--- src/rtl/vga_sync_gen.sv ---
// VGA raster timing generator: clock-enable pixel divider, line/frame counters
// and registered sync, visible-area and pixel-coordinate outputs.
module vga_sync_gen #(
   parameter int H_ACTIVE = 640,
   parameter int H_FP     = 16,
   parameter int H_SYNC   = 96,
   parameter int H_BP     = 48,
   parameter int V_ACTIVE = 480,
   parameter int V_FP     = 10,
   parameter int V_SYNC   = 2,
   parameter int V_BP     = 33,
   parameter int SYNC_POL = 0,
   parameter int CLK_DIV  = 2
) (
   input  logic       clk,
   input  logic       clr,
   output logic       hsync,
   output logic       vsync,
   output logic       vga_on,
   output logic [9:0] Pixel_X,
   output logic [8:0] Pixel_Y,
   output logic       pixel_en,
   output logic       frame_start
);

   localparam int H_TOTAL = H_ACTIVE + H_FP + H_SYNC + H_BP;
   localparam int V_TOTAL = V_ACTIVE + V_FP + V_SYNC + V_BP;

   localparam logic [3:0]  DIV_LAST = 4'(CLK_DIV - 1);
   localparam logic [9:0]  H_LAST   = 10'(H_TOTAL - 1);
   localparam logic [9:0]  V_LAST   = 10'(V_TOTAL - 1);
   // 11-bit bounds so a 1024-wide raster does not wrap the comparisons
   localparam logic [10:0] H_VIS    = 11'(H_ACTIVE);
   localparam logic [10:0] V_VIS    = 11'(V_ACTIVE);
   localparam logic [10:0] HS_BEG   = 11'(H_ACTIVE + H_FP);
   localparam logic [10:0] HS_END   = 11'(H_ACTIVE + H_FP + H_SYNC);
   localparam logic [10:0] VS_BEG   = 11'(V_ACTIVE + V_FP);
   localparam logic [10:0] VS_END   = 11'(V_ACTIVE + V_FP + V_SYNC);
   localparam logic        SYNC_ON  = (SYNC_POL != 0);

   logic [3:0]  div_cnt_q, div_cnt_d;
   logic [9:0]  h_cnt_q, h_cnt_d;
   logic [9:0]  v_cnt_q, v_cnt_d;
   logic        tick;
   logic [10:0] h_ext, v_ext;
   logic        hsync_q, hsync_d;
   logic        vsync_q, vsync_d;
   logic        vga_on_q, vga_on_d;
   logic [9:0]  pix_x_q, pix_x_d;
   logic [8:0]  pix_y_q, pix_y_d;
   logic        pixel_en_q;
   logic        frame_start_q, frame_start_d;

   always_comb begin
      tick      = (div_cnt_q == DIV_LAST);
      div_cnt_d = tick ? 4'd0 : div_cnt_q + 4'd1;
      h_cnt_d   = h_cnt_q;
      v_cnt_d   = v_cnt_q;
      if (tick) begin
         if (h_cnt_q == H_LAST) begin
            h_cnt_d = 10'd0;
            v_cnt_d = (v_cnt_q == V_LAST) ? 10'd0 : v_cnt_q + 10'd1;
         end else begin
            h_cnt_d = h_cnt_q + 10'd1;
         end
      end

      // Output set describes the pixel the counters have just moved onto
      h_ext         = {1'b0, h_cnt_d};
      v_ext         = {1'b0, v_cnt_d};
      vga_on_d      = (h_ext < H_VIS) && (v_ext < V_VIS);
      hsync_d       = ((h_ext >= HS_BEG) && (h_ext < HS_END)) ? SYNC_ON : ~SYNC_ON;
      vsync_d       = ((v_ext >= VS_BEG) && (v_ext < VS_END)) ? SYNC_ON : ~SYNC_ON;
      pix_x_d       = vga_on_d ? h_cnt_d : 10'd0;
      pix_y_d       = vga_on_d ? v_cnt_d[8:0] : 9'd0;
      frame_start_d = tick && (h_cnt_d == 10'd0) && (v_cnt_d == 10'd0);
   end

   always_ff @(posedge clk or negedge clr) begin
      if (!clr) begin
         div_cnt_q     <= 4'd0;
         h_cnt_q       <= H_LAST;
         v_cnt_q       <= V_LAST;
         hsync_q       <= ~SYNC_ON;
         vsync_q       <= ~SYNC_ON;
         vga_on_q      <= 1'b0;
         pix_x_q       <= 10'd0;
         pix_y_q       <= 9'd0;
         pixel_en_q    <= 1'b0;
         frame_start_q <= 1'b0;
      end else begin
         div_cnt_q     <= div_cnt_d;
         h_cnt_q       <= h_cnt_d;
         v_cnt_q       <= v_cnt_d;
         pixel_en_q    <= tick;
         frame_start_q <= frame_start_d;
         if (tick) begin
            hsync_q  <= hsync_d;
            vsync_q  <= vsync_d;
            vga_on_q <= vga_on_d;
            pix_x_q  <= pix_x_d;
            pix_y_q  <= pix_y_d;
         end
      end
   end

   assign hsync       = hsync_q;
   assign vsync       = vsync_q;
   assign vga_on      = vga_on_q;
   assign Pixel_X     = pix_x_q;
   assign Pixel_Y     = pix_y_q;
   assign pixel_en    = pixel_en_q;
   assign frame_start = frame_start_q;

endmodule
--- config.mk ---
export PLATFORM = sky130hd
export DESIGN_NAME = vga_sync_gen
export DESIGN_NICKNAME = d
export VERILOG_FILES = /design/src/rtl/vga_sync_gen.sv
export SDC_FILE = /design/constraint.sdc
export NUM_CORES = 1
export LEC_CHECK = 0
export CAP_MARGIN = 20
export CORE_AREA = 2 2 83 85
export CTS_CLUSTER_SIZE = 10
export DETAILED_ROUTE_END_ITERATION = 10
export DIE_AREA = 0 0 85 87
export HOLD_SLACK_MARGIN = 0.03
export PLACE_DENSITY = 0.56
export REMOVE_ABC_BUFFERS = 1
export SYNTH_ARGS = -nofsm -noshare
export SYNTH_HDL_FRONTEND = slang
export SYNTH_SLANG_ARGS = --single-unit
--- constraint.sdc ---
create_clock -name clk -period 4.22 [get_ports clk]
set_clock_uncertainty 0.1 [all_clocks]
set_input_delay 0.633 -clock clk [delete_from_list [all_inputs] [get_ports clk]]
set_output_delay 0.633 -clock clk [all_outputs]
set_load 0.1 [all_outputs]
==> out/summary.md <==
The run finished with clean final reports. The run gives 47.8% as the register area share after synthesis. For the worst setup path, the data required time is 4.27 ns. On the final layout, the worst hold slack is 0.219 ns. For this run, asynchronously set or reset flops after synthesis account for 100%. The H-tree generated during clock tree synthesis spans 2 levels. The first global-routing pass estimated 9560 µm of wire. For this run, design rule violations remaining after detail routing come to 0. Leaving out fill and tap cells, the most frequent cell in the layout is nand2_1. The tools report the clock insertion delay at the later pin of the skew report as 0.30 ns.

The worst setup path is launched from a flop. Worst slack at placement: 0.673 ns. Setup violations remaining at the end of the flow were counted as 0.

The synthesized-area fraction occupied by and/or/nand/nor cells works out to 23.5%. The final RePlAce weighted congestion is 0.853. For this design the static power due to leakage is 1.24 nW. The worst pin sits at a relative slew slack of 35.3%. The tools report the number of hold buffers added after cts as 0.

Data arrives at the worst endpoint at 3.57 ns. For the initial antenna violation count, the log shows 0. The HPWL after detailed placement is 3850 µm.

Summed over all failing endpoints, the final setup total negative slack is 0 ns. The detailed router finished its first iteration with 109 violations. The multiplexer area fraction after synthesis works out to 0.836%. For the worst flop-to-flop path, the logic depth is 7. The area added between synthesis and finish is 16.8%. The worst setup path is of the reg -> reg kind.

Dominant combinational cell family by area after synthesis: simple AND/OR/NAND/NOR gates. Ratio of final minimum period to clock period: 83.4%. Summing the areas of all compound-gate instances in the mapped netlist gives 15.7% of the synthesized area. The clock net in this run drives a total of 48 sinks.

Once the floorplan was initialized, standard cells occupied 38.7% of the core. After synthesis, the netlist uses 50 different library cells. For this design the ratio of total power to cell area is 282 nW/µm². The slew at the pin with the worst max-slew slack is 0.967 ns, and the count of buffers inserted at the top-level ports is 25. The longest clock path from root to sink contains 2 buffers. The synthesized design contains 48 register bits.

Once layout is complete, the utilization of the core stands at 45.2%. The mapped netlist covers 2540 µm². The repair_antennas step left the layout with diodes totalling 0.

In this run the standard cell core region covers 6570 µm². A synthesized cell averages 9.53 µm². The run gives 7400 µm² as the area enclosed by the die boundary. The logs give 0 for the total count of hold-check failures in the final report and 122 µV for the peak ir drop on the vdd network. The post-CTS repair timing setup buffer count was 0; the height of the chip was 87 µm. Capturing element type of the critical path: a flop. The max-cap check violation count came out at 0. The xor-xnor portion of the synthesized cell area is 5.16%, and the maximum achievable frequency is 284 MHz.

The adder-cell share of the synthesized area works out to 1.47%. TritonCTS built the clock tree. The via count of the first global-routing pass is 1915, and the number of fill cells is 620. The residual antenna-violating net count after detailed routing is 0. Entering global routing, the biggest net connects 49 pins. Global routing usage summed across all routing layers: 16.5%.

The number of enable-type register cells in the synthesized netlist was 0. Leaving out fill and tap cells, the most frequent cells in the layout are nand2_1 (49), dfrtp_1 (36), clkdlybuf4s50_1 (24), o21ai_0 (15), inv_1 (14). The routed design has 5610 µm of wire.

The number of nets in the finished design came out at 292. Measured along the x axis, the die boundary spans 85 µm. Dividing the detail-routed wire length by the instance count gives 15.2 µm.

Once the clock tree was built, the resizer swapped 0 gates to a different size. The worst hold path belongs to the class in -> async. The floorplan has 30 rows. The tools report the final-report max-slew violation count as 0. In this run the clock root is driven by a clkbuf_8.

Counting every instance in the synthesized netlist gives 267. The number of clock buffers inserted by TritonCTS is 5, and the maximum fanout along the worst path is 20. The tools report the global-route congestion overflow total as 0. In the routed layout, each cell is associated on average with a via count of 5.17. Cells with a size suffix above 1 make up 15.6% of the layout. Counting I/O delays and the setup requirement, the final critical path takes 3.52 ns. The final route contains 1901 vias. The most used flip-flop cell after synthesis is dfrtp_1. Clock transition at the register clock pins on the worst setup and hold paths after CTS: 0.09 ns.

The tools report the number of warnings issued by yosys as 0. Setup repair after global routing left no endpoint under its margin. Before antenna repair, the detailed router went through 4 iterations. During I/O placement, the number of pins put on the boundary was 26. After layout, the worst setup slack is 0.701 ns.
worst paths after layout:
kind                                  from          to  slack [ns]
worst max-delay path            h_cnt_q[4]  Pixel_Y[7]        0.70
worst min-delay path                   clr  Pixel_X[5]        0.22
worst max register to register  h_cnt_q[4]  Pixel_Y[7]        0.70
worst min register to register  Pixel_Y[6]  Pixel_Y[6]        0.38
max in group asynchronous              clr       vsync        3.21
min in group clk                Pixel_Y[6]  Pixel_Y[6]        0.38
registers in the layout, indices dropped and copies added (netlist names):
register / count
frame_start: 1
v_cnt_q: 10
pixel_en: 1
Pixel_X: 10
Pixel_Y: 9
vga_on: 1
hsync: 1
div_cnt_q: 4
h_cnt_q: 10
vsync: 1
final cells by class:
| class | count | area (µm²) | share of cell area [%] |
|---|---|---|---|
| Clock buffer | 7 | 96.3 | 3.24 |
| Timing Repair Buffer | 28 | 288 | 9.68 |
| Sequential cell | 48 | 1220 | 40.9 |
| Clock inverter | 1 | 30.0 | 1.01 |
| Tap cell | 80 | 100 | 3.37 |
| Multi-Input combinational cell | 190 | 1190 | 40.0 |
| Inverter | 14 | 52.6 | 1.77 |
cells by family after synthesis:
logic type	count (synthesis)
buffers and inverters	29
muxes	2
adders and majority gates	3
and+or+nand+nor	115
AOI/OAI and AO/OA	55
xor gates and xnor gates	15
DFF	48
stage by stage:
stage	area [µm²]	instances	total power, mW
CTS	2940	367	0.847
finish	2970	368	0.837
global placement	2820	359	0.478
global route	2970	368	0.868
floorplan	2460	252	0.469
detailed placement	2820	359	0.479
metal layers:
metal	vias up	routed length, µm	track usage, %
met5	-	0	0
met4	0	61	5.19
met3	5	167	2.46
met2	41	2570	26.1
met1	885	2810	23.4
li1	970	-	-
Yosys cell counts (all sizes together), types with 3 or more instances:
master  count  share of area [%]
clkbuf      9                1.3
nand3      11                2.2
nor4        4                1.8
inv        14                2.1
buf         6                2.1
nand2      50                7.5
nor2       13                2.0
o21ai      26                6.4
a21oi       6                1.2
and2        3               0.74
or2         3               0.74
xnor2      10                3.4
nand4       9                2.2
and3        4               0.98
xor2        5                1.7
dfstp      12                 12
o31ai      11                3.4
ha          3                1.5
dfrtp      36                 35
nor3        5               0.98
report_power, final:
part	switching, mW	internal (mW)
Combinational	0.00905	0.00291
Sequential	0	0.460
Clock	0.156	0.209
Total	0.165	0.672
worst max-delay path: stages, from the launching register on:
cell and delay [ns]:
dfstp_2 0.63, or4b_4 0.49, or2_1 0.35, nor4_4 0.29, xnor2_1 0.16, nor4_2 0.37, a2111o_1 0.80, o31ai_1 0.18
Note: power is estimated with default switching activity, not from simulation.
==> edit, RTL diff (config.mk and constraints unchanged) <==
`SYNC_POL`: 0 -> 1.
--- a/src/rtl/vga_sync_gen.sv
+++ b/src/rtl/vga_sync_gen.sv
@@ -10,5 +10,5 @@
    parameter int V_SYNC   = 2,
    parameter int V_BP     = 33,
-   parameter int SYNC_POL = 0,
+   parameter int SYNC_POL = 1,
    parameter int CLK_DIV  = 2
 ) (
Formal check against the unedited RTL: not equivalent (Yosys sat finds a counterexample within 4 cycles, from zero or initial values).
==> edit against the original RTL <==
Sequential cell count unchanged; non-clock buffer count up 1; total power down 8.0%; largest cell class unchanged; critical path type unchanged; cell count up 0.27%; setup slack better by 0.011 ns; routed wire length up 4.2%; highest routed layer unchanged; die area unchanged; design area down 0.84%; largest power group unchanged; sequential power about the same; synthesized cell count unchanged; critical endpoint is now Pixel_Y[6]; synthesized area down 0.15%.
==> edit: results (changes against the original RTL) <==
| Metric | Value |
|---|---|
| HP Class | `input port to async pin (unchanged)` |
| Sequential area share after synthesis | `0.4776 (was 0.4779)` |
| Routed wire per std cell | `15.83 um (was 15.24 um)` |
| Mux contribution to synthesized area | `0.008370 (was 0.008358)` |
| Initial DRC Count | `105 (was 109)` |
| Dpl hpwl | `4026 um (was 3849 um)` |
| Setup Buffers After CTS | `0 (unchanged)` |
| Global Route Usage Sum | `0.1687 (was 0.1652)` |
| N_diodes | `0 (unchanged)` |
| Routability Congestion | `0.8829 (was 0.8534)` |
| Post-synth ARST share | `1.000 (unchanged)` |
| Adder-cell area share of the yosys netlist | `0.01477 (was 0.01475)` |
| CP arrival | `3.62 ns (was 3.57 ns)` |
| Post-synth top cells | `nand2_1 (52), dfrtp_1 (38), o21ai_0 (16), inv_1 (12) (was nand2_1 (49), dfrtp_1 (36), o21ai_0 (15), inv_1 (14))` |
| Post-synthesis compound-gate area fraction | `0.1561 (was 0.1573)` |
| Detailed-route via count | `1923 (was 1901)` |
| Fin nets | `293 (was 292)` |
| Reg-to-Reg End | `Pixel_Y[6] (was Pixel_Y[7])` |
| Hold_ws | `0.2188 ns (was 0.2190 ns)` |
| Total leakage power | `1.247 nW (was 1.243 nW)` |
| Synth top area cells | `dfrtp_1 (37%), dfstp_2 (10%), nand2_1 (7.7%), xnor2_1 (3.4%), o21ai_0 (3.2%) (was dfrtp_1 (35%), dfstp_2 (12%), nand2_1 (7.2%), xnor2_1 (3.4%), o21ai_2 (3.1%))` |
| CP max-delay cell | `dfstp_2 (was a2111o_1)` |
| CTS Hold Buffers Added | `0 (unchanged)` |
| Root buffer cell | `clkbuf_8 (unchanged)` |
| Yosys cell types | `53 (was 50)` |
| Max incr delay on CP | `0.64 ns (was 0.80 ns)` |
| Post-synth EDFFs | `0 (unchanged)` |
| Status | `complete, no violations (unchanged)` |
| Critical-path maximum fanout | `11 (was 20)` |
| Clk buf depth | `2 (unchanged)` |
| Clk slew on worst S/H paths | `0.10 ns` |
| Worst-case reg-to-reg path depth | `8 (was 7)` |
| H-tree Lvls | `2 (unchanged)` |
| Largest net degree at the start of global routing | `49 (unchanged)` |
| RR Startpoint | `h_cnt_q[4] (unchanged)` |
| Share of cells above drive strength 1 | `0.1557 (was 0.1563)` |
| XOR/XNOR Fraction of Synth Area | `0.05170 (was 0.05162)` |
| Worst VDD drop | `0.1280 mV (was 0.1218 mV)` |
| Slew at the pin with the worst max-slew slack | `0.9680 ns (was 0.9674 ns)` |
| First-pass GRT wire length | `9784 um (was 9563 um)` |
| Setup WS pre-CTS | `0.7056 ns (was 0.6732 ns)` |
edit: cell count changes after synthesis, moves of 2 or more:
cell / delta
a21oi_1: -3
nand2_1: +3
dfrtp_1: +2
dfstp_2: -2
inv_1: -2
edit: per-stage QoR:
| step | instance area (um^2) | util | cells |
|---|---|---|---|
| after global placement | 2821 | 0.4295 | 360 |
| after global routing | 2947 | 0.4486 | 369 |
| after CTS | 2919 | 0.4444 | 368 |
| after floorplan | 2454 | - | 252 |
| after detailed placement | 2821 | 0.4295 | 360 |
| final | 2947 | 0.4486 | 369 |
edit: worst register-to-register path, delay by kind of cell, from the launching register on:
kind                      cells  cell delay, ns
and+or+nand+nor               4            1.29
AOI/OAI and AO/OA             2            0.85
DFF                           1            0.64
buffers and inverters         1            0.28
xor gates and xnor gates      1            0.25
edit: worst max path at each step:
stage | start | cells past startpoint | slack, ns | to
after global placement | h_cnt_q[4] | 8 | 0.78 | Pixel_Y[6]
after CTS | div_cnt_q[1] | 9 | 0.67 | Pixel_Y[6]
after global routing | h_cnt_q[4] | 8 | 0.50 | Pixel_Y[7]
after floorplan | div_cnt_q[1] | 8 | 0.55 | Pixel_Y[6]
after detailed placement | div_cnt_q[1] | 9 | 0.71 | Pixel_Y[6]
final | h_cnt_q[4] | 8 | 0.71 | Pixel_Y[6]
edit: power by group:
group | switching (W) | internal [W] | total (W)
sequential | 0 | 0.000460 | 0.000460
clock | 0.000165 | 0.000133 | 0.000298
combinational | 0.00000909 | 0.00000291 | 0.0000120
total | 0.000174 | 0.000596 | 0.000770
edit: cell type report:
class	count	area, um^2
flip-flops and latches	48	1214
repair buffers	29	295.3
inverters	13	50.05
multi-input cells	191	1190
clock buffers	6	82.58
fillers	635	3622
clock inverters	2	15.01
well taps	80	100.1
edit: metal layers:
metal,GRT usage,wire length [um],vias up
met3,0.03128,216,8
met1,0.2517,2935,903
met4,0.04906,76,0
met2,0.2500,2611,35
met5,0,0,-
li1,-,-,977
edit: cells by family after synthesis:
kind of cell	count (synthesis)
AO/OA/AOI/OAI	54
multiplexers	2
flip-flops	48
XOR/XNOR	15
buffers and inverters	28
adder cells (fa/ha/maj)	3
AND/OR/NAND/NOR	117
